===== config.mk =====
export PLATFORM = sky130hd
export DESIGN_NAME = sound_event_arbiter
export DESIGN_NICKNAME = d
export VERILOG_FILES = /design/src/rtl/sound_evt_pkg.sv /design/src/rtl/sound_debounce_edge.sv /design/src/rtl/sound_event_arbiter.sv
export SDC_FILE = /design/constraint.sdc
export NUM_CORES = 1
export LEC_CHECK = 0
export BUFFER_PORTS_ARGS = -buffer_cell sky130_fd_sc_hd__buf_2
export CAP_MARGIN = 40
export CORE_UTILIZATION = 57
export CTS_CLUSTER_SIZE = 12
export DETAILED_ROUTE_END_ITERATION = 6
export PLACE_DENSITY = 0.8
export SETUP_SLACK_MARGIN = 0.15
export SLEW_MARGIN = 20
export SYNTH_ARGS = -nofsm -noshare
export SYNTH_HDL_FRONTEND = slang
export SYNTH_SLANG_ARGS = --single-unit
export TNS_END_PERCENT = 30

===== constraint.sdc =====
create_clock -name clk -period 2.42 [get_ports clk]
set_input_delay 0.484 -clock clk [delete_from_list [all_inputs] [get_ports clk]]
set_output_delay 0.484 -clock clk [all_outputs]
set_load 0.05 [all_outputs]

===== src/rtl/sound_evt_pkg.sv =====
// ---------------------------------------------------------------------------
// sound_evt_pkg
// Shared definitions for the sound event front end.
//   EDGE_*      : per-channel edge qualification modes (2 bits per channel)
//   arb_state_t : states of the event arbiter
// ---------------------------------------------------------------------------
package sound_evt_pkg;

    localparam logic [1:0] EDGE_RISE = 2'b00;
    localparam logic [1:0] EDGE_FALL = 2'b01;
    localparam logic [1:0] EDGE_BOTH = 2'b10;
    localparam logic [1:0] EDGE_OFF  = 2'b11;

    typedef enum logic {
        IDLE  = 1'b0,
        OFFER = 1'b1
    } arb_state_t;

endpackage : sound_evt_pkg


===== src/rtl/sound_debounce_edge.sv =====
// ---------------------------------------------------------------------------
// sound_debounce_edge
// One event channel: 2-flop synchroniser, debounce filter and qualified
// edge strobe.
//   clk      : system clock
//   nRst     : asynchronous active-low reset
//   event_i  : raw asynchronous event level
//   stable_o : debounced level
//   edge_o   : one-cycle strobe, high in the cycle the debounced level
//              takes its new value, when the direction matches MODE
// ---------------------------------------------------------------------------
module sound_debounce_edge
    import sound_evt_pkg::*;
#(
    parameter int         DEBOUNCE_CYCLES = 4,
    parameter logic [1:0] MODE            = EDGE_RISE
) (
    input  logic clk,
    input  logic nRst,
    input  logic event_i,
    output logic stable_o,
    output logic edge_o
);

    localparam int              CNT_W    = $clog2(DEBOUNCE_CYCLES + 1);
    localparam logic [CNT_W-1:0] CNT_LAST = CNT_W'(DEBOUNCE_CYCLES - 1);

    logic             sync1_q, sync1_d;
    logic             sync2_q, sync2_d;
    logic             stable_q, stable_d;
    logic             edge_q, edge_d;
    logic [CNT_W-1:0] cnt_q, cnt_d;

    always_comb begin
        sync1_d  = event_i;
        sync2_d  = sync1_q;
        stable_d = stable_q;
        cnt_d    = cnt_q;
        edge_d   = 1'b0;
        if (sync2_q == stable_q) begin
            // Any return to the stable level restarts the qualification.
            cnt_d = '0;
        end else if (cnt_q == CNT_LAST) begin
            stable_d = sync2_q;
            cnt_d    = '0;
            // The strobe is registered alongside the new stable level, so it
            // is visible in the same cycle the level changes.
            case (MODE)
                EDGE_RISE: edge_d = sync2_q;
                EDGE_FALL: edge_d = ~sync2_q;
                EDGE_BOTH: edge_d = 1'b1;
                default:   edge_d = 1'b0;
            endcase
        end else begin
            cnt_d = cnt_q + 1'b1;
        end
    end

    always_ff @(posedge clk or negedge nRst) begin
        if (!nRst) begin
            sync1_q  <= 1'b0;
            sync2_q  <= 1'b0;
            stable_q <= 1'b0;
            edge_q   <= 1'b0;
            cnt_q    <= '0;
        end else begin
            sync1_q  <= sync1_d;
            sync2_q  <= sync2_d;
            stable_q <= stable_d;
            edge_q   <= edge_d;
            cnt_q    <= cnt_d;
        end
    end

    assign stable_o = stable_q;
    assign edge_o   = edge_q;

endmodule : sound_debounce_edge


===== src/rtl/sound_event_arbiter.sv =====
// ---------------------------------------------------------------------------
// sound_event_arbiter
// N-channel event front end for the sound generator. Each channel is
// synchronised, debounced and edge-qualified; qualified edges are latched as
// pending and offered one at a time (channel 0 highest priority) over a
// valid/ready handshake. A re-trigger while still pending is flagged as lost.
//   clk          : system clock
//   nRst         : asynchronous active-low reset
//   event_i      : raw asynchronous event levels
//   edge_pulse_o : one-cycle qualified edge strobe per channel
//   pending_o    : events latched and not yet accepted
//   ev_valid_o   : event offered to the sound generator
//   ev_id_o      : channel index of the offered event
//   ev_ready_i   : sound generator accepts the offered event
//   overflow_o   : sticky per-channel lost-event flag
//   ovf_clear_i  : synchronous clear of all overflow flags
// ---------------------------------------------------------------------------
module sound_event_arbiter
    import sound_evt_pkg::*;
#(
    parameter int                  NUM_CH          = 3,
    parameter int                  DEBOUNCE_CYCLES = 4,
    parameter logic [2*NUM_CH-1:0] EDGE_MODE       = {NUM_CH{2'b00}},
    localparam int                 ID_W            = $clog2(NUM_CH)
) (
    input  logic              clk,
    input  logic              nRst,
    input  logic [NUM_CH-1:0] event_i,
    output logic [NUM_CH-1:0] edge_pulse_o,
    output logic [NUM_CH-1:0] pending_o,
    output logic              ev_valid_o,
    output logic [ID_W-1:0]   ev_id_o,
    input  logic              ev_ready_i,
    output logic [NUM_CH-1:0] overflow_o,
    input  logic              ovf_clear_i
);

    logic [NUM_CH-1:0] edge_pulse;
    // Debounced levels are kept for observation only; arbitration works on
    // the edge strobes.
    logic [NUM_CH-1:0] stable_lvl_unused;

    genvar gi;
    generate
        for (gi = 0; gi < NUM_CH; gi++) begin : g_ch
            sound_debounce_edge #(
                .DEBOUNCE_CYCLES (DEBOUNCE_CYCLES),
                .MODE            (EDGE_MODE[2*gi +: 2])
            ) u_deb (
                .clk      (clk),
                .nRst     (nRst),
                .event_i  (event_i[gi]),
                .stable_o (stable_lvl_unused[gi]),
                .edge_o   (edge_pulse[gi])
            );
        end
    endgenerate

    arb_state_t        state_q, state_d;
    logic              ev_valid_q, ev_valid_d;
    logic [ID_W-1:0]   ev_id_q, ev_id_d;
    logic [NUM_CH-1:0] pending_q, pending_d;
    logic [NUM_CH-1:0] overflow_q, overflow_d;
    logic [NUM_CH-1:0] accept;
    logic [ID_W-1:0]   first_id;

    always_comb begin
        accept = '0;
        for (int c = 0; c < NUM_CH; c++) begin
            accept[c] = (state_q == OFFER) && ev_ready_i && (ev_id_q == ID_W'(c));
        end

        // A strobe coinciding with acceptance re-arms pending as a new event
        // and is not a loss.
        pending_d  = (pending_q & ~accept) | edge_pulse;
        overflow_d = (ovf_clear_i ? '0 : overflow_q)
                   | (edge_pulse & pending_q & ~accept);

        // Lowest-index pending channel wins.
        first_id = '0;
        for (int c = NUM_CH - 1; c >= 0; c--) begin
            if (pending_q[c]) first_id = ID_W'(c);
        end

        state_d    = state_q;
        ev_valid_d = ev_valid_q;
        ev_id_d    = ev_id_q;
        case (state_q)
            IDLE: begin
                ev_valid_d = 1'b0;
                if (|pending_q) begin
                    ev_id_d    = first_id;
                    ev_valid_d = 1'b1;
                    state_d    = OFFER;
                end
            end
            OFFER: begin
                // Offer is held unchanged until taken, whatever else arrives.
                if (ev_ready_i) begin
                    ev_valid_d = 1'b0;
                    state_d    = IDLE;
                end
            end
            default: begin
                ev_valid_d = 1'b0;
                state_d    = IDLE;
            end
        endcase
    end

    always_ff @(posedge clk or negedge nRst) begin
        if (!nRst) begin
            state_q    <= IDLE;
            ev_valid_q <= 1'b0;
            ev_id_q    <= '0;
            pending_q  <= '0;
            overflow_q <= '0;
        end else begin
            state_q    <= state_d;
            ev_valid_q <= ev_valid_d;
            ev_id_q    <= ev_id_d;
            pending_q  <= pending_d;
            overflow_q <= overflow_d;
        end
    end

    assign edge_pulse_o = edge_pulse;
    assign pending_o    = pending_q;
    assign ev_valid_o   = ev_valid_q;
    assign ev_id_o      = ev_id_q;
    assign overflow_o   = overflow_q;

endmodule : sound_event_arbiter


# Yosys cells after proc, flatten, opt, wreduce, memory -nomap -nowiden
# Cells that the tools add are included.
# W data, S select, Z words.
[op_classes]
add_sub_neg = 3
eq_ne = 9
n_mux = 21
n_bitwise = 10
reduce_logical = 10
[op_table]
columns = ["op", "n"]
rows = [
  ["$mux W3", 7],
  ["$add A3 B1 Y3 const B", 3],
  ["$and A3 B3 Y3", 3],
  ["$eq A3 B2 Y1 const B", 3],
  ["$mux W1", 9],
  ["$reduce_and A2 Y1", 4],
  ["$mux W2", 3],
  ["$or A3 B3 Y3", 2],
  ["$logic_and A1 B1 Y1", 4],
  ["$not A1 Y1", 4],
  ["$pmux W1 S2", 2],
  ["$eq A1 B1 Y1", 3],
  ["$not A3 Y3", 1],
  ["$reduce_or A3 Y1", 1],
  ["$eq A2 B1 Y1 const B", 1],
  ["$eq A2 B2 Y1 const B", 1],
  ["$logic_not A2 Y1", 1],
  ["$ne A2 B2 Y1 const B", 1],
]
[totals]
ff_bits = 31
in_bits = 7
output_inout_bits = 12
wordCells = 73

# Logic depth before layout (Yosys ltp)
[depth]
depth_word = 5
mapped_depth = 3
ltp_nobuf = 3

# Hierarchy
# From an unflattened synthesis, not the netlist that was laid out.
[hier_totals]
cells_unflattened = 78
hier_area_um2 = 1187.4
[by_module_without_submodules]
columns = ["module", "instances", "cells_per_inst", "area_per_inst_um2", "seq_area_each_um2"]
rows = [
  ["sound_debounce_edge", 3, 15, 256.5, 175.2],
  ["sound_event_arbiter", 1, 33, 417.9, 250.2],
]

# Least setup slack after synthesis
# No wires, ideal clock.
[synth_path]
path_kind = "register to register"
from = "reg ev_id_q[0] (netlist: ev_id_o[0])"
to = "reg overflow_q[2] (netlist: overflow_o[2])"
arrival_ns = 1.114
setup_slack_ns = 1.184
stages_incl_launch_ff = 3
n_path_buf = 0
synth_period_minus_slack_ns = 1.236
path_cell_list = "dfrtp_1 nand4b_1 a32o_1"
[synth_via]
elab_chain_cells = 5
[synth_rtl]
columns = ["item", "line", "source"]
rows = [
  ["start, declared", "sound_event_arbiter.sv:61", "logic [ID_W-1:0] ev_id_q, ev_id_d;"],
  ["start signal, assigned", "sound_event_arbiter.sv:121", "ev_id_q <= ev_id_d;"],
  ["$eq A2 B2 Y1", "sound_event_arbiter.sv:70", "accept[c] = (state_q == OFFER) && ev_ready_i && (ev_id_q == ID_W'(c));"],
  ["$logic_and A1 B1 Y1", "sound_event_arbiter.sv:70", ""],
  ["$not A3 Y3", "sound_event_arbiter.sv:77", "| (edge_pulse & pending_q & ~accept);"],
  ["$and A3 B3 Y3", "sound_event_arbiter.sv:77", ""],
  ["$or A3 B3 Y3", "sound_event_arbiter.sv:77", ""],
  ["named net overflow_d[2]", "sound_event_arbiter.sv:63", "logic [NUM_CH-1:0] overflow_q, overflow_d;"],
  ["end signal, assigned", "sound_event_arbiter.sv:123", "overflow_q <= overflow_d;"],
  ["end, declared", "sound_event_arbiter.sv:63", ""],
]
# The timed path passes the listed nets, and every way through them passes these cells.
# A chain may end at the register's enable or synchronous reset.

# Worst setup path after layout
[layout_path]
from = "reg pending_q[0] (netlist: pending_o[0])"
to = "out pending_o[0]"
[layout_rtl]
columns = ["item", "line", "source"]
rows = [
  ["start, declared", "sound_event_arbiter.sv:62", "logic [NUM_CH-1:0] pending_q, pending_d;"],
  ["start signal, assigned", "sound_event_arbiter.sv:122", "pending_q <= pending_d;"],
  ["end, declared", "sound_event_arbiter.sv:30", "output logic [NUM_CH-1:0] pending_o,"],
]
# No word-level cell between the ends.

==> metrics.yaml <==
timing:
  fin_skew_ns: 0.007161
  timing.final.ws_setup_ns: 0.8504
  setup_viol_count_final: 0
  slew_viol_final: 0
  max_slew_margin_pct: 56.32
  worst_pin_slew_ns: 0.6551
  final.setup.tns_ns: 0
  hold_viol_final: 0
  clock.fmax_ghz: 0.6371
  fin_crit_ns: 1.570
  final.period_utilization_pct: 64.86
  fin_hold_ws_ns: 0.1822
  grt_setup_unrepaired: "false"
placement:
  routabilityCongestion: 0.6946
  dp.final_hpwl_um: 1121
  placed_cells: 122
  dpl_cell_area_um2: 1260
  dpl_worst_slack_ns: 1.200
  placement.io_buffers: 18
final_layout:
  multiInputGateArea_um2: 352.8
  drive_gt1_share_pct: 30.10
  fillers: 148
  antenna_cells: 0
  area_delta_synth_final_pct: 13.58
  fin_cells: 130
  num-nets-final: 112
  design_area_um2: 1329
  ff_latch_area_um2: 775.7
worst_setup_path:
  critPathSlowestCell: "dfrtp_1"
  crit_type: "register to output pin"
  worstPathRequired_ns: 1.94
  worstPathArrival_ns: 1.09
  path_buf_inv: 1
  critical-path-top-delay-family: "flip-flops"
  worst_setup_path_end_kind: "output pin"
  cp_max_fo: 7
  critPathMaxStageDelay_ns: 0.46
  path_cells: "buf_2"
  startpoint_type: "register"
floorplan:
  dieArea_um2: 2238
  start_util_pct: 60.24
  die_x_um: 47.31
  coreArea_um2: 1942
  die_y_um: 47.31
  fp-row-count: 16
  num_io_pins: 19
logic_synthesis:
  syn_avg_cell_area_um2: 14.44
  ys_seq_area_share_pct: 66.31
  yosys_warnings: 0
  syn_area_um2: 1170
  synth_edf_count: 0
  synth_top_area_share_pct: 66.31
  ys_async_sr_fraction_pct: 100.0
  yosysMostFrequentCell: "dfrtp_1"
  synth_cells: 81
  ys_ff_latch: 31
  synth_top_area_cell: "dfrtp_1"
  yosys_most_used_dff: "dfrtp_1"
  ys_types: 25
  synthTopCellsByArea: "dfrtp_1, ha_1, nor3b_1"
  synthTopCellsByCount: "dfrtp_1, nor3b_1"
  syn_nets: 91
clock_network:
  cts_root_buf: "clkbuf_4"
  tritoncts: "yes"
  post_cts_buffers: 0
  cts_resized: 0
  cts.clk_slew.worst_paths_ns: 0.09
  clock-sinks: 31
  ctsHoldBuffers: 0
  htree_levels: 2
  cts_buffer_depth: 2
  insertion_delay_ns: 0.32
  numCtsBuffers: 5
global_routing:
  grt_pass1_wl_um: 2601
  track_usage_pct: 18.17
  globalRoute.totalOverflow: 0
  antenna_found_initial: 0
  grt_max_degree: 32
  grt_pass1_vias: 659
routing:
  route.detailed.drc: 0
  wl_per_cell_um: 12.27
  num_vias: 690
  drt-vias-per-instance: 5.308
  drtIter0Drc: 3
  dr.pass1.iters: 4
  antenna_left: 0
  wirelength_um: 1595
power:
  p_seq_share_pct: 47.6
  pwr_density_cell_nw_per_um2: 1220
  combPwrFrac_pct: 32.0
  p_clk_share_pct: 20.4
  p_leak_uw: 0.0006740
  p_int_uw: 1022
  vdd_drop_max_v: 0.0008870
  p_sw_uw: 598.6
  switching_share_pct: 36.94
outcome:
  status: "complete, no violations"
flow_run:
  maxCapViolCount: 0
worst_hold_path:
  min_path_type: "primary input to async pin"
cells in the final DEF (no fill, tap or decap), types with 3 or more instances in the layout:
cell type / instances
dfrtp_1: 31
mux2_2: 3
nor2b_1: 3
and3b_1: 3
nor3_1: 3
xnor2_1: 3
clkbuf_4: 5
buf_2: 18
ha_1: 3
nor3b_1: 5
final cells by class:
cell class,instances,share of cell area (%)
clock buffers,8,5.179
inverters,2,0.5650
multi-input cells,44,26.55
flip-flops and latches,31,58.38
well taps,27,2.542
repair buffers,18,6.780
power by group through the flow:
stage               Clock [uW]  Combinational [uW]  Sequential, uW
finish                     331                 519             771
global placement             0                 514             770
floorplan                    0                 285             918
CTS                        343                 527             771
global route               365                 573             797
detailed placement           0                 526             782
registers in the layout, summed over array words and instances (netlist names), 2 cells and up:
name / count
ev_id_o: 2
g_ch.u_deb.sync2_q: 3
g_ch.u_deb.sync1_q: 3
overflow_o: 3
g_ch.u_deb.cnt_q: 9
g_ch.u_deb.edge_o: 3
g_ch.u_deb.stable_o: 3
pending_o: 3
worst paths after layout:
kind | slack (ns) | cells past startpoint | from | end
max in group asynchronous | 1.81 | 1 | nRst | g_ch[1].u_deb.cnt_q[1]$_DFF_PN0_
worst max register to register | 1.20 | 3 | g_ch[1].u_deb.cnt_q[0]$_DFF_PN0_ | g_ch[1].u_deb.stable_o$_DFFE_PN0P_
min in group clk | 0.26 | 1 | event_i[1] | g_ch[1].u_deb.sync1_q$_DFF_PN0_
worst max-delay path | 0.85 | 1 | pending_o[0]$_DFF_PN0_ | pending_o[0]
worst min-delay path | 0.18 | 1 | nRst | overflow_o[2]$_DFF_PN0_
worst min register to register | 0.36 | 0 | g_ch[2].u_deb.sync1_q$_DFF_PN0_ | g_ch[2].u_deb.sync2_q$_DFF_PN0_
layer usage:
metal	wire length (um)	vias to the layer above	GRT usage, %
li1	-	327	-
met1	693	337	19.59
met2	758	20	28.77
met3	87	6	5.769
met4	55	0	15.43
met5	0	-	0
through the flow:
stage	utilization [%]	power (uW)
2_1_floorplan	-	1202
4_1_cts	68.43	1641
6_report	68.43	1621
5_1_grt	68.43	1735
3_5_place_dp	64.88	1308
3_3_place_gp	64.88	1284
logic make-up after synthesis:
group	Yosys count	share of synthesized area (%)
AND/OR/NAND/NOR	24	14.44
adder cells (fa/ha/maj)	3	3.209
multiplexers	3	2.887
XOR/XNOR	3	2.246
AO/OA/AOI/OAI	11	7.379
flip-flops	31	66.31
buffers and inverters	6	3.529
Power figures use the tool's default switching activity.
